--- src/rtl/matrix_pkg.sv ---
// rtl/matrix_pkg.sv - shared constants and FSM encoding for the matrix loader
package matrix_pkg;

  localparam int DATA_W = 16;
  localparam int DEPTH  = 16;
  localparam int IDX_W  = 4;

  typedef enum logic [1:0] {
    ST_IDLE = 2'd0,
    ST_LOAD = 2'd1,
    ST_FULL = 2'd2
  } load_state_e;

  localparam logic [IDX_W-1:0] LAST_IDX = IDX_W'(DEPTH - 1);

endpackage

--- src/rtl/reg_bank_16.sv ---
// rtl/reg_bank_16.sv - 16x16 write-enabled register bank with parallel outputs
module reg_bank_16
  import matrix_pkg::*;
(
  input  logic              clk,
  input  logic              clr,
  input  logic              wr_en,
  input  logic [IDX_W-1:0]  wr_idx,
  input  logic [DATA_W-1:0] wr_data,
  output logic [DATA_W-1:0] reg0,
  output logic [DATA_W-1:0] reg1,
  output logic [DATA_W-1:0] reg2,
  output logic [DATA_W-1:0] reg3,
  output logic [DATA_W-1:0] reg4,
  output logic [DATA_W-1:0] reg5,
  output logic [DATA_W-1:0] reg6,
  output logic [DATA_W-1:0] reg7,
  output logic [DATA_W-1:0] reg8,
  output logic [DATA_W-1:0] reg9,
  output logic [DATA_W-1:0] reg10,
  output logic [DATA_W-1:0] reg11,
  output logic [DATA_W-1:0] reg12,
  output logic [DATA_W-1:0] reg13,
  output logic [DATA_W-1:0] reg14,
  output logic [DATA_W-1:0] reg15
);

  logic [DATA_W-1:0] bank_q [DEPTH];

  // clr wins over a write in the same cycle so a cleared bank is entirely zero
  always_ff @(posedge clk) begin
    if (clr) begin
      for (int i = 0; i < DEPTH; i++) bank_q[i] <= '0;
    end else if (wr_en) begin
      bank_q[wr_idx] <= wr_data;
    end
  end

  assign reg0  = bank_q[0];
  assign reg1  = bank_q[1];
  assign reg2  = bank_q[2];
  assign reg3  = bank_q[3];
  assign reg4  = bank_q[4];
  assign reg5  = bank_q[5];
  assign reg6  = bank_q[6];
  assign reg7  = bank_q[7];
  assign reg8  = bank_q[8];
  assign reg9  = bank_q[9];
  assign reg10 = bank_q[10];
  assign reg11 = bank_q[11];
  assign reg12 = bank_q[12];
  assign reg13 = bank_q[13];
  assign reg14 = bank_q[14];
  assign reg15 = bank_q[15];

endmodule

--- src/rtl/matrix_loader.sv ---
// rtl/matrix_loader.sv - streams 16 words row-major into a 4x4 operand register bank
module matrix_loader
  import matrix_pkg::*;
(
  input  logic              clk,
  input  logic              rst,
  input  logic              clr,
  input  logic              start,
  input  logic              in_valid,
  input  logic [DATA_W-1:0] in_data,
  output logic              in_ready,
  output logic [IDX_W-1:0]  wr_idx,
  output logic              busy,
  output logic              done,
  output logic [DATA_W-1:0] reg0,
  output logic [DATA_W-1:0] reg1,
  output logic [DATA_W-1:0] reg2,
  output logic [DATA_W-1:0] reg3,
  output logic [DATA_W-1:0] reg4,
  output logic [DATA_W-1:0] reg5,
  output logic [DATA_W-1:0] reg6,
  output logic [DATA_W-1:0] reg7,
  output logic [DATA_W-1:0] reg8,
  output logic [DATA_W-1:0] reg9,
  output logic [DATA_W-1:0] reg10,
  output logic [DATA_W-1:0] reg11,
  output logic [DATA_W-1:0] reg12,
  output logic [DATA_W-1:0] reg13,
  output logic [DATA_W-1:0] reg14,
  output logic [DATA_W-1:0] reg15
);

  load_state_e      state_q, state_d;
  logic [IDX_W-1:0] idx_q, idx_d;
  logic             accept;
  logic             bank_wr_en;
  logic             bank_clr;

  assign accept = in_valid && (state_q == ST_LOAD);

  always_ff @(posedge clk) begin
    if (rst) begin
      state_q <= ST_IDLE;
      idx_q   <= '0;
    end else begin
      state_q <= state_d;
      idx_q   <= idx_d;
    end
  end

  always_comb begin
    state_d = state_q;
    idx_d   = idx_q;
    unique case (state_q)
      ST_IDLE: begin
        if (start) begin
          state_d = ST_LOAD;
          idx_d   = '0;
        end
      end
      ST_LOAD: begin
        if (accept) begin
          idx_d = idx_q + 1'b1;
          if (idx_q == LAST_IDX) state_d = ST_FULL;
        end
      end
      ST_FULL: begin
        if (start) begin
          state_d = ST_LOAD;
          idx_d   = '0;
        end
      end
      default: begin
        state_d = ST_IDLE;
        idx_d   = '0;
      end
    endcase
    if (clr) begin
      state_d = ST_IDLE;
      idx_d   = '0;
    end
  end

  // Handshake flags decode only registered state, never the inputs
  assign in_ready = (state_q == ST_LOAD);
  assign busy     = (state_q == ST_LOAD);
  assign done     = (state_q == ST_FULL);
  assign wr_idx   = idx_q;

  assign bank_clr   = rst || clr;
  assign bank_wr_en = accept && !bank_clr;

  reg_bank_16 u_bank (
    .clk     (clk),
    .clr     (bank_clr),
    .wr_en   (bank_wr_en),
    .wr_idx  (idx_q),
    .wr_data (in_data),
    .reg0    (reg0),
    .reg1    (reg1),
    .reg2    (reg2),
    .reg3    (reg3),
    .reg4    (reg4),
    .reg5    (reg5),
    .reg6    (reg6),
    .reg7    (reg7),
    .reg8    (reg8),
    .reg9    (reg9),
    .reg10   (reg10),
    .reg11   (reg11),
    .reg12   (reg12),
    .reg13   (reg13),
    .reg14   (reg14),
    .reg15   (reg15)
  );

endmodule
--- config.mk ---
export PLATFORM = sky130hd
export DESIGN_NAME = matrix_loader
export DESIGN_NICKNAME = d
export VERILOG_FILES = /design/src/rtl/matrix_pkg.sv /design/src/rtl/reg_bank_16.sv /design/src/rtl/matrix_loader.sv
export SDC_FILE = /design/constraint.sdc
export NUM_CORES = 1
export LEC_CHECK = 0
export CAP_MARGIN = 20
export CELL_PAD_IN_SITES_DETAIL_PLACEMENT = 1
export CELL_PAD_IN_SITES_GLOBAL_PLACEMENT = 1
export CORE_MARGIN = 1.5
export CORE_UTILIZATION = 45
export DETAILED_ROUTE_END_ITERATION = 16
export DONT_BUFFER_PORTS = 1
export PLACE_DENSITY_LB_ADDON = 0.1
export RECOVER_POWER = 100
export SLEW_MARGIN = 20
export SYNTH_ARGS = -nofsm -noshare
export SYNTH_HDL_FRONTEND = slang
export SYNTH_SLANG_ARGS = --single-unit
--- constraint.sdc ---
create_clock -name clk -period 3 [get_ports clk]
set_input_delay 0.6 -clock clk [delete_from_list [all_inputs] [get_ports clk]]
set_output_delay 0.6 -clock clk [all_outputs]
set_load 0.01 [all_outputs]
### Word-level counts from Yosys, hierarchy flattened

Memories as Yosys holds them, arrays and structs flattened.
Cells that the tools add are included.

* register bits after elaboration: 6
* bits in latches: 0
* memory bits (writable): 256
* ROM bits: 0
* input bits: 21
* output and inout port bits: 263
* memories: 1

Memory list
* u_bank.bank_q: words 16, width 16, rd ports 16, clocked after Yosys merged registers in 0, write ports 16, RTL line reg_bank_16.sv:28 `logic [DATA_W-1:0] bank_q [DEPTH];`

* add/sub/neg operators: 1
* multiply operators: 0
* divide/modulo/power cells: 0
* order comparisons: 0
* eq/ne operators: 6
* shift operators: 0
* mux-type cells: 15
* bitwise gates (word level): 0
* reductions and logical operators: 10

Operators with widths (number)
* 16-bit two-way mux: 1
* 16-bit OR reduction: 1
* 4-bit two-way mux: 3
* 4-bit one-hot mux with 2 select lines: 1
* 1-bit two-way mux: 6
* 2-bit two-way mux: 3
* 2-bit by 1-bit != test with 1-bit output (second input constant): 3
* 4-bit by 1-bit adder with 4-bit output (second input constant): 1
* 4-bit equality test (second input constant): 1
* 2-bit one-hot mux with 2 select lines: 1
* 2-bit OR reduction: 2
* 3-bit AND reduction: 1
* 2-bit by 1-bit equality test with 1-bit output (second input constant): 1
* 2-bit equality test (second input constant): 1
* 1-bit logical AND: 2
* 2-bit logical NOT: 1
* 2-bit AND reduction: 1
* 1-bit logical NOT: 1
* 1-bit logical OR: 1

### Logic depth before layout (Yosys ltp)

Gate-level depths: netlist of the first run.

* depth after elaboration: 8
* depth in mapped cells: 6
* depth with buffers taken out: 4

### Hierarchy

A second synthesis of the first run with hierarchy kept.

* cells, all modules: 670
* area, all modules: 9970.8 um^2

By module, submodules not included
* reg_bank_16: instances 1, cells each 632, area each 9643.0 um^2
* matrix_loader: instances 1, cells each 38, area each 327.8 um^2

### Worst setup path before layout of the first run

Ideal clock, no wire load.

* path kind: in2reg
* from: in clr
* to: mem u_bank.bank_q[0][0], enable pin
* arrival time: 2479 ps
* data required time: 2589 ps
* setup slack: 110 ps
* stages on the path: 4
* buffers on the path: 1
* path through: nor2_1 > nand4_2 > buf_2 > o21ai_0

RTL lines
* start: declaration: RTL line matrix_loader.sv:7 `input logic clr,`
* end: declaration: RTL line reg_bank_16.sv:28

==> out/qor_table.md, run 1 <==
| Quantity | Reported |
|:---|:---|
| End of the worst register-to-register path | u_bank.bank_q[11][8] |
| CP delay by family, top | simple AND/OR/NAND/NOR gates |
| Post-layout power | 7.66 mW |
| Setup repair after global routing missed its margin | no |
| Share of flip-flops with an asynchronous set or reset | 0% |
| Clock insertion delay at the later pin of the skew report | 0.53 ns |
| Power per cell area | 709 nW/um^2 |
| Number of detailed-route iterations in the first pass | 4 |
| Routability cong. | 0.814 |
| Num rows | 53 |
| Post-Synthesis Mean Instance Area | 14.0 um^2 |
| Portion of synthesized cell area occupied by the leading cell type | 80.2% |
| Total standard cell area after synthesis | 9590 um^2 |
| Type of the worst min-delay path | primary input to flip-flop |
| Number of buffers added to fix hold violations after cts | 0 |
| Critical path launch point type | flip-flop |
| Seq cells post-synth | 262 |
| Setup violation total in the final timing report | 0 |
| Non-filler cells in the finished layout | 999 |
| Total instance count after detailed placement | 952 |
| Share of final-layout standard cells stronger than drive strength 1 | 10.1% |
| Via total after detailed routing | 5490 |
| Upper clock frequency limit | 403 MHz |
| Number of CTS-inserted buffers | 25 |
| Final routed wire length divided by cell count | 27.0 um |
| Most used flip-flop cell after synthesis | sky130_fd_sc_hd__edfxtp_1 |
| Maximum ir drop on the vdd rail | 0.391 mV |
| Number of fillers in the final layout | 2086 |
| WP data arrival | 2.66 ns |
| Overall die area | 22200 um^2 |
| Sinks on the clock net | 262 |
| Wire length of the first global-routing pass | 38200 um |
| Final slew viol count | 0 |
| I/O pin count | 284 |
| Register-to-register setup slack | 0.52 ns |
| Number of maximum-capacitance violations | 0 |
| Die H | 149 um |
| Utilization after layout | 51.6% |
| Standard cell with the maximum stage delay on the critical path | sky130_fd_sc_hd__and2b_1 |
| P_leak | 3.79 nW |
| Post-synth top area cell | sky130_fd_sc_hd__edfxtp_1 |
| Hold wc startpoint | start |
| DRT antenna net count | 0 |
| Initial Util | 45.8% |
| Post-CTS setup buffer count | 0 |
| Critical path startpoint | state_q[0] |
| Crit Reg-Reg Startpoint | state_q[0] |
| Overall routing resource usage | 24.0% |
| Fin Setup TNS | 0 ns |
| Final cycle utilization of the critical path | 82.8% |
| Total buffers and inverters traversed by the critical path | 2 |
| Die boundary width | 149 um |
| Area delta synth->final | 12.7% |
| Via-to-Cell Ratio | 5.50 |
| Total length of routed wires | 27000 um |
| Buffers from clock root to sink, at most | 3 |
| Clock skew after layout | 0.0219 ns |
| Number of enable-type register cells in the synthesized netlist | 256 |
| Data required time of the worst path | 3.18 ns |
| Clock tree from TritonCTS | built |
| Clock period minus worst slack | 2.48 ns |
| Largest cells by area after synthesis | sky130_fd_sc_hd__edfxtp_1 (80%), sky130_fd_sc_hd__nor2_1 (10%), sky130_fd_sc_hd__nand2_1 (2.6%) |
| Run status | completed |
| Final count of hold timing violations | 0 |
| Overall overflow remaining after global route | 0 |
| Number of cells on the worst reg-to-reg path | 5 |
| Mapped Cells | 685 |
| Post-route DRC | 0 |
| Final layout net count | 729 |
| CTS-repair resized insts | 0 |
| Critical Path End | u_bank.bank_q[11][8] |
| Delay of the slowest cell on the worst path | 0.49 ns |
| Register clock-pin slew on the reported worst setup and hold paths | 0.06 ns |
| Iteration-0 DRC count of the detailed router | 432 |
| Port buffer count | 0 |
| Worst setup path class | flip-flop to flip-flop |
| Number of global-route vias before repair | 5453 |
| DPL Wire Length | 18600 um |
| Maximum level of the CTS H-tree | 1 |
| Actual transition at the worst max-transition pin | 0.980 ns |
| Proportion of synthesized chip area in sequential cells | 81.4% |
| Relative max-transition margin | 34.4% |
| Type of element capturing the critical path | flip-flop |
| Synthesized netlist net count | 710 |
| Initial antenna violation count | 1 |
| Maximum number of pins on one net before global-route repair | 39 |
| CTS Root Cell | sky130_fd_sc_hd__clkbuf_16 |
| Warnings from Yosys | 0 |
| Core region area | 21000 um^2 |
| Count of distinct cell types in the synthesized netlist | 26 |
| Biggest fanout along the worst timing path | 33 |
| Critical path cell sequence | and2b_1 > nand4_1 > buf_4 > o21ai_0 > clkbuf_2 |
| Number of cells on the critical path | 5 |
state kept, by name, indices dropped and copies added, names as in the netlist:
register,count
state_q,2
wr_idx,4
u_bank.bank_q,256
per-stage QoR:
step / hold slack [ns] / setup slack, ns / cell area (um^2)
after floorplan: 0.603 / 0.110 / 9590
after global placement: 0.633 / 0.697 / 10100
after detailed placement: 0.661 / 0.615 / 10100
after CTS: 0.226 / 0.869 / 10900
after global routing: 0.261 / 0.380 / 10800
final: 0.239 / 0.517 / 10800
power breakdown:
group	leakage [nW]	total, mW	internal (mW)	switching, mW
logic	0.483	0.142	0.0270	0.114
clock network	0.403	3.20	1.87	1.33
registers	2.90	4.32	4.16	0.162
per-layer routing:
layer	vias up	GRT usage (%)	part of all wire [%]
met3	50	6.85	8.6
li1	2395	-	-
met4	0	7.72	2.7
met1	2797	31.6	40
met2	248	38.5	48
met5	-	0	0
layout by cell type (no fill, tap or decap), types with 2 or more instances in the layout:
cell type / instances
sky130_fd_sc_hd__a21oi_1: 2
sky130_fd_sc_hd__bufinv_16: 3
sky130_fd_sc_hd__nand4_1: 2
sky130_fd_sc_hd__clkbuf_1: 12
sky130_fd_sc_hd__nand4_4: 2
sky130_fd_sc_hd__buf_4: 17
sky130_fd_sc_hd__nor2b_1: 3
sky130_fd_sc_hd__clkbuf_8: 3
sky130_fd_sc_hd__ha_1: 4
sky130_fd_sc_hd__o21ai_2: 4
sky130_fd_sc_hd__nor3b_1: 2
sky130_fd_sc_hd__clkinv_2: 4
sky130_fd_sc_hd__o31ai_1: 2
sky130_fd_sc_hd__nand2_1: 67
sky130_fd_sc_hd__nand2b_1: 2
sky130_fd_sc_hd__clkbuf_16: 25
sky130_fd_sc_hd__or4_1: 2
sky130_fd_sc_hd__dfxtp_1: 6
sky130_fd_sc_hd__clkbuf_2: 11
sky130_fd_sc_hd__nor2_1: 260
sky130_fd_sc_hd__nand3_1: 2
sky130_fd_sc_hd__o21ai_0: 14
sky130_fd_sc_hd__edfxtp_1: 256
sky130_fd_sc_hd__inv_1: 4
worst min path at each step:
stage                 endpoint  slack, ns  cells after the start
floorplan           state_q[1]       0.60                      2
global placement    state_q[0]       0.63                      3
detailed placement  state_q[1]       0.66                      2
CTS                 state_q[0]       0.23                      2
global route        state_q[0]       0.26                      2
finish              state_q[0]       0.24                      2
Yosys cell counts, types with 2 or more instances:
| master | n |
|---|---|
| sky130_fd_sc_hd__buf_2 | 18 |
| sky130_fd_sc_hd__o31ai_1 | 2 |
| sky130_fd_sc_hd__nor3b_1 | 2 |
| sky130_fd_sc_hd__edfxtp_1 | 256 |
| sky130_fd_sc_hd__dfxtp_1 | 6 |
| sky130_fd_sc_hd__nand4_2 | 4 |
| sky130_fd_sc_hd__inv_1 | 4 |
| sky130_fd_sc_hd__o21ai_0 | 19 |
| sky130_fd_sc_hd__nand2b_1 | 2 |
| sky130_fd_sc_hd__nand2_1 | 67 |
| sky130_fd_sc_hd__nand3_1 | 2 |
| sky130_fd_sc_hd__nor2_1 | 261 |
| sky130_fd_sc_hd__and2_1 | 2 |
| sky130_fd_sc_hd__clkbuf_1 | 21 |
| sky130_fd_sc_hd__nor2b_1 | 3 |
| sky130_fd_sc_hd__ha_1 | 4 |
| sky130_fd_sc_hd__a21oi_1 | 2 |
| sky130_fd_sc_hd__or4_1 | 2 |
cell families after synthesis:
logic type	share of synthesized area (%)
flip-flops	81.4
buffers and inverters	2.00
AND/OR/NAND/NOR	14.5
adder cells (fa/ha/maj)	0.522
AO/OA/AOI/OAI	1.41
multiplexers	0.104
XOR/XNOR	0.0914
cell type report:
type	instances	area (um^2)	area share [%]
Inverter	4	15.0	0.139
Clock inverter	10	130	1.20
Multi-Input combinational cell	379	1610	14.9
Sequential cell	262	7810	72.3
Clock buffer	36	697	6.45
Tap cell	275	344	3.18
Antenna cell	1	2.50	0.0232
Timing Repair Buffer	32	198	1.83
Note: power is estimated with default switching activity, not from simulation.
==> run 2: changes to the inputs <==
--- a/config.mk
+++ b/config.mk
@@ -5,11 +5,12 @@
 export SDC_FILE = /design/constraint.sdc
 export NUM_CORES = 1
 export LEC_CHECK = 0
+export ABC_AREA = 1
 export CAP_MARGIN = 20
 export CELL_PAD_IN_SITES_DETAIL_PLACEMENT = 1
 export CELL_PAD_IN_SITES_GLOBAL_PLACEMENT = 1
 export CORE_MARGIN = 1.5
-export CORE_UTILIZATION = 45
+export CORE_UTILIZATION = 50
 export DETAILED_ROUTE_END_ITERATION = 16
 export DONT_BUFFER_PORTS = 1
 export PLACE_DENSITY_LB_ADDON = 0.1
==> constraint.sdc (replaced) <==
create_clock -name clk -period 2.5 [get_ports clk]
set_input_delay 0.5 -clock clk [delete_from_list [all_inputs] [get_ports clk]]
set_output_delay 0.5 -clock clk [all_outputs]
set_load 0.01 [all_outputs]
==> out/qor_table.md, run 2 <==
| Quantity | Reported |
|:---|:---|
| Upper clock frequency limit | 457 MHz |
| Share of flip-flops with an asynchronous set or reset | 0% |
| Final routed wire length divided by cell count | 26.3 um |
| Initial Util | 51.4% |
| Total buffers and inverters traversed by the critical path | 2 |
| Final layout net count | 708 |
| Run status | completed |
| P_leak | 4.45 nW |
| Data required time of the worst path | 2.68 ns |
| Type of element capturing the critical path | flip-flop |
| Number of antenna diodes | 0 |
| Synthesized netlist net count | 691 |
| Critical path cell sequence | inv_1 > nor2_1 > nand3_4 > nor2_4 > nand2_4 > nand2_1 > clkbuf_2 |
| Standard cell with the maximum stage delay on the critical path | sky130_fd_sc_hd__dfxtp_1 |
| Post-route DRC | 0 |
| CTS Root Cell | sky130_fd_sc_hd__clkbuf_16 |
| Warnings from Yosys | 0 |
| Num rows | 50 |
| Total standard cell area after synthesis | 9700 um^2 |
| Post-synth top area cell | sky130_fd_sc_hd__edfxtp_1 |
| Final slew viol count | 0 |
| Total instance count after detailed placement | 915 |
| Overall overflow remaining after global route | 0 |
| Maximum ir drop on the vdd rail | 0.689 mV |
| Number of enable-type register cells in the synthesized netlist | 256 |
| Proportion of synthesized chip area in sequential cells | 80.5% |
| Biggest fanout along the worst timing path | 17 |
| Non-filler cells in the finished layout | 961 |
| Overall routing resource usage | 24.7% |
| CTS-repair resized insts | 0 |
| Sinks on the clock net | 262 |
| Critical path launch point type | flip-flop |
| WP data arrival | 2.37 ns |
| Number of buffers added to fix hold violations after cts | 0 |
| Largest cells by area after synthesis | sky130_fd_sc_hd__edfxtp_1 (79%), sky130_fd_sc_hd__nor2_1 (10%), sky130_fd_sc_hd__buf_6 (1.9%) |
| DPL Wire Length | 17300 um |
| Type of the worst min-delay path | primary input to flip-flop |
| Worst setup path class | flip-flop to flip-flop |
| Iteration-0 DRC count of the detailed router | 441 |
| Number of flip-flops under the largest register name | 256 |
| Die boundary width | 142 um |
| DRT antenna net count | 0 |
| I/O pin count | 284 |
| Buffers from clock root to sink, at most | 3 |
| Via total after detailed routing | 5161 |
| Setup violation total in the final timing report | 0 |
| Initial antenna violation count | 0 |
| Via-to-Cell Ratio | 5.37 |
| Total length of routed wires | 25200 um |
| Most used flip-flop cell after synthesis | sky130_fd_sc_hd__edfxtp_1 |
| Delay of the slowest cell on the worst path | 0.38 ns |
| Register clock-pin slew on the reported worst setup and hold paths | 0.07 ns |
| Overall die area | 20300 um^2 |
| Relative max-transition margin | 43.7% |
| Area delta synth->final | 10.6% |
| Clock insertion delay at the later pin of the skew report | 0.53 ns |
| Number of CTS-inserted buffers | 26 |
| Number of global-route vias before repair | 5213 |
| Seq cells post-synth | 262 |
| Most used standard cells in the synthesized netlist | sky130_fd_sc_hd__nor2_1 (262), sky130_fd_sc_hd__edfxtp_1 (256), sky130_fd_sc_hd__inv_1 (33), sky130_fd_sc_hd__nand2_1 (27), sky130_fd_sc_hd__clkbuf_1 (17) |
| Number of detailed-route iterations in the first pass | 4 |
| Fin Setup TNS | 0 ns |
| Actual transition at the worst max-transition pin | 0.843 ns |
| Count of distinct cell types in the synthesized netlist | 18 |
| Clock skew after layout | 0.00834 ns |
| Core region area | 18900 um^2 |
| Mapped Cells | 666 |
| Number of maximum-capacitance violations | 0 |
| Die H | 142 um |
| Portion of synthesized cell area occupied by the leading cell type | 79.2% |
| Maximum level of the CTS H-tree | 1 |
| Port buffer count | 0 |
| Count leader, synth | sky130_fd_sc_hd__nor2_1 |
| Maximum number of pins on one net before global-route repair | 19 |
| Leading cell types in the layout, fill and taps excluded | sky130_fd_sc_hd__nor2_1 (268), sky130_fd_sc_hd__edfxtp_1 (256), sky130_fd_sc_hd__inv_1 (33), sky130_fd_sc_hd__nand2_1 (28), sky130_fd_sc_hd__clkbuf_16 (27) |
| Post-Synthesis Mean Instance Area | 14.6 um^2 |
| Biggest register | u_bank.bank_q |
| Share of final-layout standard cells stronger than drive strength 1 | 11.7% |
| Most frequent standard cell in the layout excluding fill and tap cells | sky130_fd_sc_hd__nor2_1 |
| Routability cong. | 0.805 |
| Final cycle utilization of the critical path | 87.6% |
| Clock period minus worst slack | 2.19 ns |
| Post-CTS setup buffer count | 0 |
| Power per cell area | 867 nW/um^2 |
| CP delay by family, top | simple AND/OR/NAND/NOR gates |
| Wire length of the first global-routing pass | 35700 um |
| Clock tree from TritonCTS | built |
| Setup repair after global routing missed its margin | no |
| Final count of hold timing violations | 0 |
[run 2: cell type report]
class                   count  area [um^2]
repair buffers             23          143
clock buffers              32          694
flip-flops and latches    262         7810
well taps                 260          325
clock inverters            14          144
multi-input cells         337         1490
inverters                  33          124
fillers                  1823         8160
[run 2: routing by layer]
layer	share of wire (%)	vias up	track usage, %	wire [um]
met3	11	45	10.2	2820
met4	2.9	0	8.14	723
li1	-	2266	-	-
met1	38	2604	30.2	9620
met2	48	246	40.2	12100
met5	0	-	0	0
[run 2: path summary, 6_finish.rpt]
kind / start / to / slack, ns / depth (start not counted)
worst max-delay path: state_q[0] / u_bank.bank_q[8][12] / 0.31 / 7
worst min register to register: state_q[1] / state_q[1] / 0.50 / 2
worst min-delay path: start / state_q[1] / 0.19 / 3
worst max register to register: state_q[0] / u_bank.bank_q[8][12] / 0.31 / 7
[run 2: worst reg2reg max path, cell delays in order (launching register included)]
cell	delay (ns)
sky130_fd_sc_hd__dfxtp_1	0.38
sky130_fd_sc_hd__inv_1	0.09
sky130_fd_sc_hd__nor2_1	0.22
sky130_fd_sc_hd__nand3_4	0.18
sky130_fd_sc_hd__nor2_4	0.27
sky130_fd_sc_hd__nand2_4	0.20
sky130_fd_sc_hd__nand2_1	0.11
sky130_fd_sc_hd__clkbuf_2	0.38
[run 2: power breakdown]
| part | internal (mW) | switching (mW) |
|---|---|---|
| logic | 0.0294 | 0.213 |
| registers | 4.99 | 0.198 |
| clock network | 2.27 | 1.60 |
| total | 7.29 | 2.01 |
[run 2: kinds of logic (layout without fill, tap and decap cells)]
group,Yosys count,in the layout,synth area share [%]
buffers and inverters,67,102,3.87
adders and majority gates,4,4,0.516
and+or+nand+nor,328,328,14.9
DFF,262,262,80.5
AOI/OAI and AO/OA,5,5,0.284
[run 2: metrics by stage]
stage / hold WS [ns] / instance area (um^2) / util (%) / worst slack, ns / power [mW]
final: 0.191 / 10700 / 56.8 / 0.310 / 9.30
after CTS: 0.175 / 10800 / 57.2 / 0.507 / 9.35
after global routing: 0.192 / 10700 / 56.8 / 0.181 / 9.51
after detailed placement: 0.521 / 9960 / 52.7 / 0.501 / 5.54
after global placement: 0.504 / 9960 / 52.7 / 0.536 / 5.53
after floorplan: 0.487 / 9700 / - / 0.404 / 5.36
==> run 3: changes to the inputs <==
--- a/config.mk
+++ b/config.mk
@@ -5,7 +5,6 @@
 export SDC_FILE = /design/constraint.sdc
 export NUM_CORES = 1
 export LEC_CHECK = 0
-export ABC_AREA = 1
 export CAP_MARGIN = 20
 export CELL_PAD_IN_SITES_DETAIL_PLACEMENT = 1
 export CELL_PAD_IN_SITES_GLOBAL_PLACEMENT = 1
==> out/qor_table.md, run 3 (synthesized netlist as in run 1, its figures left out) <==
| Quantity | Reported |
|:---|:---|
| CTS Root Cell | sky130_fd_sc_hd__clkbuf_16 |
| Clock period minus worst slack | 2.23 ns |
| I/O pin count | 284 |
| Relative max-transition margin | 31.7% |
| CTS-repair resized insts | 0 |
| DRT antenna net count | 0 |
| Type of the worst min-delay path | primary input to flip-flop |
| Placed Area | 10000 um^2 |
| Setup violation total in the final timing report | 0 |
| WP data arrival | 2.39 ns |
| Number of detailed-route iterations in the first pass | 4 |
| Overall overflow remaining after global route | 0 |
| Worst setup path class | flip-flop to flip-flop |
| Data required time of the worst path | 2.66 ns |
| Minimum setup slack in the final design | 0.269 ns |
| Clock tree from TritonCTS | built |
| Initial Util | 51.1% |
| CP delay by family, top | simple AND/OR/NAND/NOR gates |
| DPL Wire Length | 18000 um |
| Num rows | 50 |
| Area delta synth->final | 11.9% |
| Register clock-pin slew on the reported worst setup and hold paths | 0.06 ns |
| Actual transition at the worst max-transition pin | 1.02 ns |
| Maximum number of pins on one net before global-route repair | 39 |
| Biggest fanout along the worst timing path | 17 |
| Power per cell area | 843 nW/um^2 |
| Post-CTS setup buffer count | 0 |
| Final slew viol count | 0 |
| Most frequent standard cell in the layout excluding fill and tap cells | sky130_fd_sc_hd__nor2_1 |
| Via-to-Cell Ratio | 5.72 |
| Final count of hold timing violations | 0 |
| Number of CTS-inserted buffers | 26 |
| Register-to-register setup slack | 0.27 ns |
| Number of maximum-capacitance violations | 0 |
| Number of flip-flops under the largest register name | 256 |
| Wire length of the first global-routing pass | 37700 um |
| Maximum level of the CTS H-tree | 1 |
| Critical path cell sequence | and2b_2 > nand4_4 > o21ai_2 > clkbuf_2 |
| Post-layout power | 9.04 mW |
| Final layout net count | 729 |
| Final routed wire length divided by cell count | 27.6 um |
| Worst Hold End | state_q[0] |
| Type of element capturing the critical path | flip-flop |
| Crit Reg-Reg Startpoint | state_q[0] |
| Delay of the slowest cell on the worst path | 0.45 ns |
| Total length of routed wires | 26400 um |
| Via total after detailed routing | 5471 |
| Fin Setup TNS | 0 ns |
| Core region area | 18800 um^2 |
| Total instance count after detailed placement | 910 |
| End of the worst register-to-register path | u_bank.bank_q[4][1] |
| P_leak | 3.78 nW |
| Hold wc startpoint | start |
| Die H | 141 um |
| Setup repair after global routing missed its margin | no |
| Number of antenna diodes | 0 |
| Port buffer count | 0 |
| Overall routing resource usage | 26.2% |
| Total buffers and inverters traversed by the critical path | 1 |
| Upper clock frequency limit | 448 MHz |
| Buffers from clock root to sink, at most | 3 |
| Initial antenna violation count | 1 |
| Number of buffers added to fix hold violations after cts | 0 |
| Number of global-route vias before repair | 5563 |
| Number of fillers in the final layout | 1782 |
| Setup Slack @ Placement | 0.344 ns |
| Non-filler cells in the finished layout | 956 |
| Leading cell types in the layout, fill and taps excluded | sky130_fd_sc_hd__nor2_1 (260), sky130_fd_sc_hd__edfxtp_1 (256), sky130_fd_sc_hd__nand2_1 (67), sky130_fd_sc_hd__clkbuf_16 (27) |
| Number of cells on the worst reg-to-reg path | 4 |
| Iteration-0 DRC count of the detailed router | 428 |
| Clock insertion delay at the later pin of the skew report | 0.53 ns |
| Die boundary width | 141 um |
| Standard cell with the maximum stage delay on the critical path | sky130_fd_sc_hd__dfxtp_1 |
| Post-route DRC | 0 |
| Share of final-layout standard cells stronger than drive strength 1 | 9.56% |
| Number of cells on the worst hold path | 2 |
| Overall die area | 20000 um^2 |
| Clock skew after layout | 0.0118 ns |
| Final cycle utilization of the critical path | 89.2% |
| Cell area after layout | 10700 um^2 |
| Sinks on the clock net | 262 |
| Maximum ir drop on the vdd rail | 0.487 mV |
| Critical path launch point type | flip-flop |
| Run status | completed |
| Routability cong. | 0.864 |
| Biggest register | u_bank.bank_q |
run 3: final cells by class:
cell class | instances | area (um^2) | share of cell area [%]
Timing Repair Buffer | 31 | 193 | 1.80
Clock buffer | 35 | 706 | 6.57
Clock inverter | 11 | 97.6 | 0.909
Sequential cell | 262 | 7810 | 72.7
Inverter | 4 | 15.0 | 0.140
Tap cell | 234 | 293 | 2.73
Multi-Input combinational cell | 379 | 1620 | 15.1
run 3: power breakdown:
group | internal (mW) | switching (mW) | leakage (nW) | total (mW)
logic | 0.0302 | 0.138 | 0.490 | 0.168
clock network | 2.17 | 1.53 | 0.392 | 3.69
registers | 4.99 | 0.191 | 2.90 | 5.18
run 3: metrics by stage:
stage          utilization (%)  hold slack [ns]
5_1_grt                   57.2            0.133
2_1_floorplan                -            0.603
4_1_cts                   57.6            0.120
6_report                  57.2            0.131
3_3_place_gp              53.3            0.631
3_5_place_dp              53.3            0.665
run 3: worst max-delay path by stage:
stage,start,endpoint,slack (ns),cells after the start
floorplan,clr,u_bank.bank_q[0][0],-0.29,4
finish,state_q[0],u_bank.bank_q[4][1],0.27,4
CTS,state_q[0],u_bank.bank_q[8][13],0.41,4
detailed placement,clr,u_bank.bank_q[4][7],0.34,4
global route,state_q[0],u_bank.bank_q[12][7],0.15,4
global placement,clr,u_bank.bank_q[8][8],0.40,4
run 3: per-layer routing:
metal,track usage (%),routed length [um],part of all wire (%)
met5,0,13,0.049
met4,10.5,1100,4.2
met3,8.30,2470,9.4
met2,43.0,12800,48
met1,32.5,10000,38
